`src/rtl/wb_b3_burst_master.sv`:
```
`default_nettype none
// +------------------------------------------------------------------------+
// | Module      : wb_b3_burst_master                                       |
// | Description : Wishbone B3 initiator. Turns one command (address,       |
// |               length, direction, BTE) into a classic or incrementing/  |
// |               wrapping burst with retry, error and optional timeout    |
// |               abort. Optional feature macro: WB_B3_MASTER_TIMEOUT_EN   |
// |               (stalled-beat timeout counter).                          |
// | Revision    : 1.0  initial release                                     |
// +------------------------------------------------------------------------+
module wb_b3_burst_master #(
  parameter int AW      = 32,
  parameter int DW      = 32,
  parameter int MAX_RTY = 3,
  parameter int TIMEOUT = 255
) (
  input  logic            wb_clk_i,
  input  logic            wb_rst_i,
  input  logic            cmd_valid_i,
  output logic            cmd_ready_o,
  input  logic [AW-1:0]   cmd_adr_i,
  input  logic            cmd_we_i,
  input  logic [4:0]      cmd_len_i,
  input  logic [1:0]      cmd_bte_i,
  input  logic [DW-1:0]   wr_dat_i,
  input  logic [DW/8-1:0] wr_sel_i,
  output logic            wr_ack_o,
  output logic [DW-1:0]   rd_dat_o,
  output logic            rd_vld_o,
  output logic            done_o,
  output logic            err_o,
  output logic [AW-1:0]   wbm_adr_o,
  output logic [DW-1:0]   wbm_dat_o,
  output logic [DW/8-1:0] wbm_sel_o,
  output logic            wbm_we_o,
  output logic            wbm_cyc_o,
  output logic            wbm_stb_o,
  output logic [2:0]      wbm_cti_o,
  output logic [1:0]      wbm_bte_o,
  input  logic [DW-1:0]   wbm_dat_i,
  input  logic            wbm_ack_i,
  input  logic            wbm_err_i,
  input  logic            wbm_rty_i
);

  localparam int c_RW = $clog2(MAX_RTY + 2);
`ifdef WB_B3_MASTER_TIMEOUT_EN
  localparam bit c_TMO_EN = 1'b1;
`else
  localparam bit c_TMO_EN = 1'b0;
`endif

  typedef enum logic [1:0] {
    S_IDLE = 2'd0,
    S_BUS  = 2'd1,
    S_RTY  = 2'd2,
    S_DONE = 2'd3
  } state_t;

  state_t          state_q, state_d;
  logic [AW-1:0]   adr_q, adr_d;
  logic [4:0]      cnt_q, cnt_d;
  logic            we_q, we_d;
  logic            burst_q, burst_d;
  logic [1:0]      bte_q, bte_d;
  logic [c_RW-1:0] rty_q, rty_d;
  logic            err_q, err_d;
  logic [DW-1:0]   rd_dat_q;
  logic            rd_vld_q;

  logic            w_stb, w_err, w_rty, w_ack, w_last, w_any_resp, w_tmo_hit;
  logic [AW-1:0]   w_wrap_mask, w_adr_next;

  // Only responses seen while strobing count; err beats rty beats ack
  assign w_stb      = (state_q == S_BUS);
  assign w_any_resp = wbm_ack_i | wbm_err_i | wbm_rty_i;
  assign w_err      = w_stb & wbm_err_i;
  assign w_rty      = w_stb & wbm_rty_i & ~wbm_err_i;
  assign w_ack      = w_stb & wbm_ack_i & ~wbm_err_i & ~wbm_rty_i;
  assign w_last     = (cnt_q == 5'd1);

  // Wrapping bursts only advance the low log2(N)+2 address bits
  always_comb begin
    w_wrap_mask = '1;
    case (bte_q)
      2'b01:   w_wrap_mask = AW'(6'h0F);
      2'b10:   w_wrap_mask = AW'(6'h1F);
      2'b11:   w_wrap_mask = AW'(6'h3F);
      default: w_wrap_mask = '1;
    endcase
    w_adr_next = (adr_q & ~w_wrap_mask) | ((adr_q + AW'(4)) & w_wrap_mask);
  end

  generate
    if (c_TMO_EN) begin : g_tmo
      logic [7:0] tmo_q;
      assign w_tmo_hit = w_stb & ~w_any_resp & (tmo_q == 8'(TIMEOUT - 1));
      // Count stalled strobe cycles; any response or a fresh beat restarts it
      always_ff @(posedge wb_clk_i or posedge wb_rst_i) begin
        if (wb_rst_i)                  tmo_q <= 8'd0;
        else if (w_stb && !w_any_resp) tmo_q <= tmo_q + 8'd1;
        else                           tmo_q <= 8'd0;
      end
    end else begin : g_no_tmo
      assign w_tmo_hit = 1'b0;
    end
  endgenerate

  // State and command registers
  always_ff @(posedge wb_clk_i or posedge wb_rst_i) begin
    if (wb_rst_i) begin
      state_q <= S_IDLE;
      adr_q   <= '0;
      cnt_q   <= 5'd0;
      we_q    <= 1'b0;
      burst_q <= 1'b0;
      bte_q   <= 2'b00;
      rty_q   <= '0;
      err_q   <= 1'b0;
    end else begin
      state_q <= state_d;
      adr_q   <= adr_d;
      cnt_q   <= cnt_d;
      we_q    <= we_d;
      burst_q <= burst_d;
      bte_q   <= bte_d;
      rty_q   <= rty_d;
      err_q   <= err_d;
    end
  end

  // Next-state logic: accept, beat sequencing, retry and abort
  always_comb begin
    state_d = state_q;
    adr_d   = adr_q;
    cnt_d   = cnt_q;
    we_d    = we_q;
    burst_d = burst_q;
    bte_d   = bte_q;
    rty_d   = rty_q;
    err_d   = err_q;
    case (state_q)
      S_IDLE: begin
        if (cmd_valid_i) begin
          state_d = S_BUS;
          adr_d   = cmd_adr_i & ~AW'(3);
          cnt_d   = (cmd_len_i == 5'd0) ? 5'd1 : cmd_len_i;
          we_d    = cmd_we_i;
          burst_d = (cmd_len_i > 5'd1);
          bte_d   = (cmd_len_i > 5'd1) ? cmd_bte_i : 2'b00;
          rty_d   = '0;
          err_d   = 1'b0;
        end
      end
      S_BUS: begin
        if (w_err) begin
          state_d = S_DONE;
          err_d   = 1'b1;
        end else if (w_rty) begin
          if (rty_q == c_RW'(MAX_RTY)) begin
            state_d = S_DONE;
            err_d   = 1'b1;
          end else begin
            state_d = S_RTY;
            rty_d   = rty_q + c_RW'(1);
          end
        end else if (w_ack) begin
          rty_d = '0;
          if (w_last) begin
            state_d = S_DONE;
          end else begin
            cnt_d = cnt_q - 5'd1;
            adr_d = w_adr_next;
          end
        end else if (w_tmo_hit) begin
          state_d = S_DONE;
          err_d   = 1'b1;
        end
      end
      S_RTY:   state_d = S_BUS;
      default: state_d = S_IDLE;
    endcase
  end

  // Read data capture, valid one cycle after each read ack
  always_ff @(posedge wb_clk_i or posedge wb_rst_i) begin
    if (wb_rst_i) begin
      rd_dat_q <= '0;
      rd_vld_q <= 1'b0;
    end else begin
      rd_vld_q <= w_ack & ~we_q;
      if (w_ack && !we_q) rd_dat_q <= wbm_dat_i;
    end
  end

  assign cmd_ready_o = (state_q == S_IDLE);
  assign wbm_cyc_o   = w_stb;
  assign wbm_stb_o   = w_stb;
  assign wbm_adr_o   = adr_q;
  assign wbm_we_o    = we_q & ((state_q == S_BUS) | (state_q == S_RTY));
  assign wbm_dat_o   = wbm_we_o ? wr_dat_i : '0;
  assign wbm_sel_o   = wbm_we_o ? wr_sel_i : '0;
  assign wbm_cti_o   = (!w_stb || !burst_q) ? 3'b000 : (w_last ? 3'b111 : 3'b010);
  assign wbm_bte_o   = w_stb ? bte_q : 2'b00;
  assign wr_ack_o    = w_ack & we_q;
  assign rd_dat_o    = rd_dat_q;
  assign rd_vld_o    = rd_vld_q;
  assign done_o      = (state_q == S_DONE);
  assign err_o       = (state_q == S_DONE) & err_q;

endmodule
`default_nettype wire

```
`config.mk`:
```
export PLATFORM = sky130hd
export DESIGN_NAME = wb_b3_burst_master
export DESIGN_NICKNAME = d
export VERILOG_FILES = /design/src/rtl/wb_b3_burst_master.sv
export SDC_FILE = /design/constraint.sdc
export NUM_CORES = 1
export LEC_CHECK = 0
export CORE_ASPECT_RATIO = 1.75
export CORE_MARGIN = 1.5
export CORE_UTILIZATION = 37
export DETAILED_ROUTE_END_ITERATION = 8
export PLACE_DENSITY = 0.78
export SLEW_MARGIN = 10
export SYNTH_ARGS = -nofsm -noshare
export SYNTH_HDL_FRONTEND = slang
export SYNTH_SLANG_ARGS = --single-unit
```
`constraint.sdc`:
```
create_clock -name wb_clk_i -period 3.2 [get_ports wb_clk_i]
set_clock_uncertainty 0.2 [all_clocks]
set_input_delay 0.96 -clock wb_clk_i [delete_from_list [all_inputs] [get_ports wb_clk_i]]
set_output_delay 0.96 -clock wb_clk_i [all_outputs]
set_load 0.05 [all_outputs]
```
==> results.md, run 1 <==
- Global-route wire length before repair: about 24000 um
- Number of synthesized flops with an enable pin: 0
- Htree depth: 3
- Pre-CTS setup slack: -0.160 ns
- Drt drc: 0
- IO buf count: 222
- Cell Count, Final, Fillers Out: 860
- CTS sink count: 78
- Multi-input gate area: approximately 2400 um^2
- Worst Setup End Kind: output port
- WL/cell: 17.9 um
- YS warnings: 0
- Post-DP HPWL: between 10000 and 15000 um
- ANT cells: 0
- Crit share post-route: 96.7%
- IO Pins: 227
- Starting Density: 37.9%
- Tot Pwr: about 9.4 mW
- Seq/Total Area, Yosys: 42.6%
- WP data arrival: 1.93 ns
- CTS Hold Buffers Added: 0
- Post-synthesis async set-or-reset flop share: 100%
- Crit Path Max Fanout: 5
- Clock-pin slew on the worst setup and hold paths: ~0.060 ns
- Initial antenna violation count: 0
- Largest net degree at the start of global routing: 53
- CTS Buf Count: 9
- Synth cell types: 61
- Relative max-transition margin: 38.8%
- Nets: roughly 820
- Number of max-cap violations: 0
- Final Util: 65.0%
- Overall routed net length: approximately 15000 um
- Vias/cell: 5.54
- Kind of critical path: register to output port
- Worst slew pin tran: around 0.92 ns
- Placer congestion estimate: around 0.85
- Post-route minimum period: between 3 and 4 ns
- Final setup fails: 0
- Remaining antenna violation count: 0
- Synth Register Bits: around 80
- Grt total ovfl: 0
- Root buf cell: clkbuf_16
- Die width: approximately 87 um
- RSZ-0062 raised after global routing: no
- Number of DRC markers in iteration 0: approximately 190
- Final WS setup: approximately 0.11 ns
- Power per cell area: roughly 1200 nW/um^2
- Final instance area: 7850 um^2
- GRT Resource Usage Total: 23.7%
- Placed cell area: 7480 um^2
- Filler Cell Count: 966
- Setup crit start kind: register
- Fmax: roughly 320 MHz
- Placed cells: between 800 and 900
- Hold crit path type: register to register
- CTS tree: yes
- Drt first pass iters: 5
- Critical path data required time: 2.04 ns
- Status: complete, no violations
- Fin. Hold Viols: 0
- Post-Syn Area: 4580 um^2
- Share of cells above drive strength 1: 20.3%
- Die Area: 13100 um^2
- Post-synthesis area per instance: about 9.8 um^2
- DR vias: about 4800
- Area Growth Syn to Fin: 71.5%
- Die height: 150 um
- Final Max Tran Viols: 0
- Row Count: 53
- Syn Inst Count: 467
- Worst VDD drop: 758 uV
- Clock buffer depth: 2
- Static Leak: about 3.3 nW
- Placeable Area: about 12000 um^2
- Skew-Pair Late Insertion Delay: roughly 0.34 ns
- Ys flop type: dfrtp_1
- Vias in the first global route: 4978
- Register Area: 1950 um^2
-- worst paths after layout --
| kind | startpoint | endpoint | slack [ns] | cells after the start |
|---|---|---|---|---|
| max | state_q[0]$_DFFE_PP0P_ | err_o | 0.11 | 3 |
| min | burst_q$_DFFE_PP0P_ | burst_q$_DFFE_PP0P_ | 0.29 | 2 |
| max reg2reg | state_q[1]$_DFFE_PP0P_ | wbm_adr_o[21]$_DFFE_PP0P_ | 0.56 | 9 |
| min reg2reg | burst_q$_DFFE_PP0P_ | burst_q$_DFFE_PP0P_ | 0.29 | 2 |
| max in group asynchronous | wb_rst_i | cnt_q[4]$_DFFE_PP0P_ | 1.37 | 3 |
| min in group asynchronous | wb_rst_i | rd_dat_o[28]$_DFFE_PP0P_ | 0.78 | 2 |
-- cells in the mapped netlist, types with 5 or more instances --
cell,instances,area (um^2)
a41oi_1,5,43.8
nor3_1,5,25.0
a31oi_1,6,37.5
nor2_1,16,60.1
and3_1,44,275
a21oi_1,13,65.1
and2_1,9,56.3
nand4_1,14,87.6
inv_1,18,67.6
a221o_1,5,50.1
o211ai_1,6,45.0
dfrtp_1,78,1950
nand3_1,22,110
clkbuf_1,12,45.0
nand2_1,40,150
buf_4,9,67.6
o21ai_0,33,165
ha_1,13,163
mux2_2,36,405
buf_2,11,55.1
-- cells in the final DEF, fill, tap and decap left out, drive strengths merged, types with 13 or more instances in the layout --
cell type	instances
a21oi	13
and3	45
buf	68
clkdlybuf4s50	173
dfrtp	78
ha	13
inv	17
mux2	36
nand2	40
nand3	23
nand4	15
nor2	19
o21ai	34
-- area by class of cell --
type                       count  area share (%)
clock buffer                  11            3.09
multi-input combinational    339            30.7
tap                          165            2.63
sequential                    78            24.9
inverter                      18           0.877
clock inverter                 5            1.35
timing repair buffer         244            36.4
-- critical path, cell delays in order (launching register included) --
cell and delay, ns:
dfrtp_1 0.44, ha_1 0.21, and2_1 0.14, clkdlybuf4s50_1 0.81
-- registers in the layout (all words and copies together), names as in the netlist --
name and cells:
rd_vld_o 1, err_q 1, cnt_q 5, we_q 1, rty_q 3, state_q 2, burst_q 1, bte_q 2
wbm_adr_o 30, rd_dat_o 32
-- cell families after synthesis --
group | synth area share, %
simple gates | 24.5
flops | 42.6
compound gates | 14.3
mux | 9.73
other cells | 0.0819
fa+ha+maj | 3.55
buf+inv | 5.22
-- report_power, final --
part	internal [mW]	switching, mW	leakage, nW
Combinational	2.45	3.75	2.21
Sequential	1.46	0.534	0.959
Clock	0.785	0.412	0.166
Total	4.70	4.69	3.34
-- layer usage --
metal	GRT usage [%]	vias to the layer above	routed length (um)
li1	-	2174	-
met2	43.4	260	8540
met3	5.81	55	1220
met1	24.1	2277	5060
met4	12.8	0	618
met5	0	-	0
-- through the flow --
step / hold slack (ns) / TNS [ns]
2_1_floorplan: 0.242 / 0
3_3_place_gp: 0.257 / -0.118
3_5_place_dp: 0.283 / -0.167
4_1_cts: 0.296 / 0
5_1_grt: 0.318 / 0
6_report: 0.290 / 0
-- what timing repair did --
action / CTS / global route
endpoints found under the setup margin: 1 / 1
pin swaps: 1 / 0
endpoints found under the hold margin: 0 / 0
gates resized for setup: 5 / 1
buffers inserted: 1 / 0
Power figures use the tool's default switching activity.
==> inputs of run 2 (changes only) <==
Settings changed: CTS_CLUSTER_DIAMETER set to 80.
==> results of run 2 <==
Final layout, timing and power as in run 1 (identical DEF).
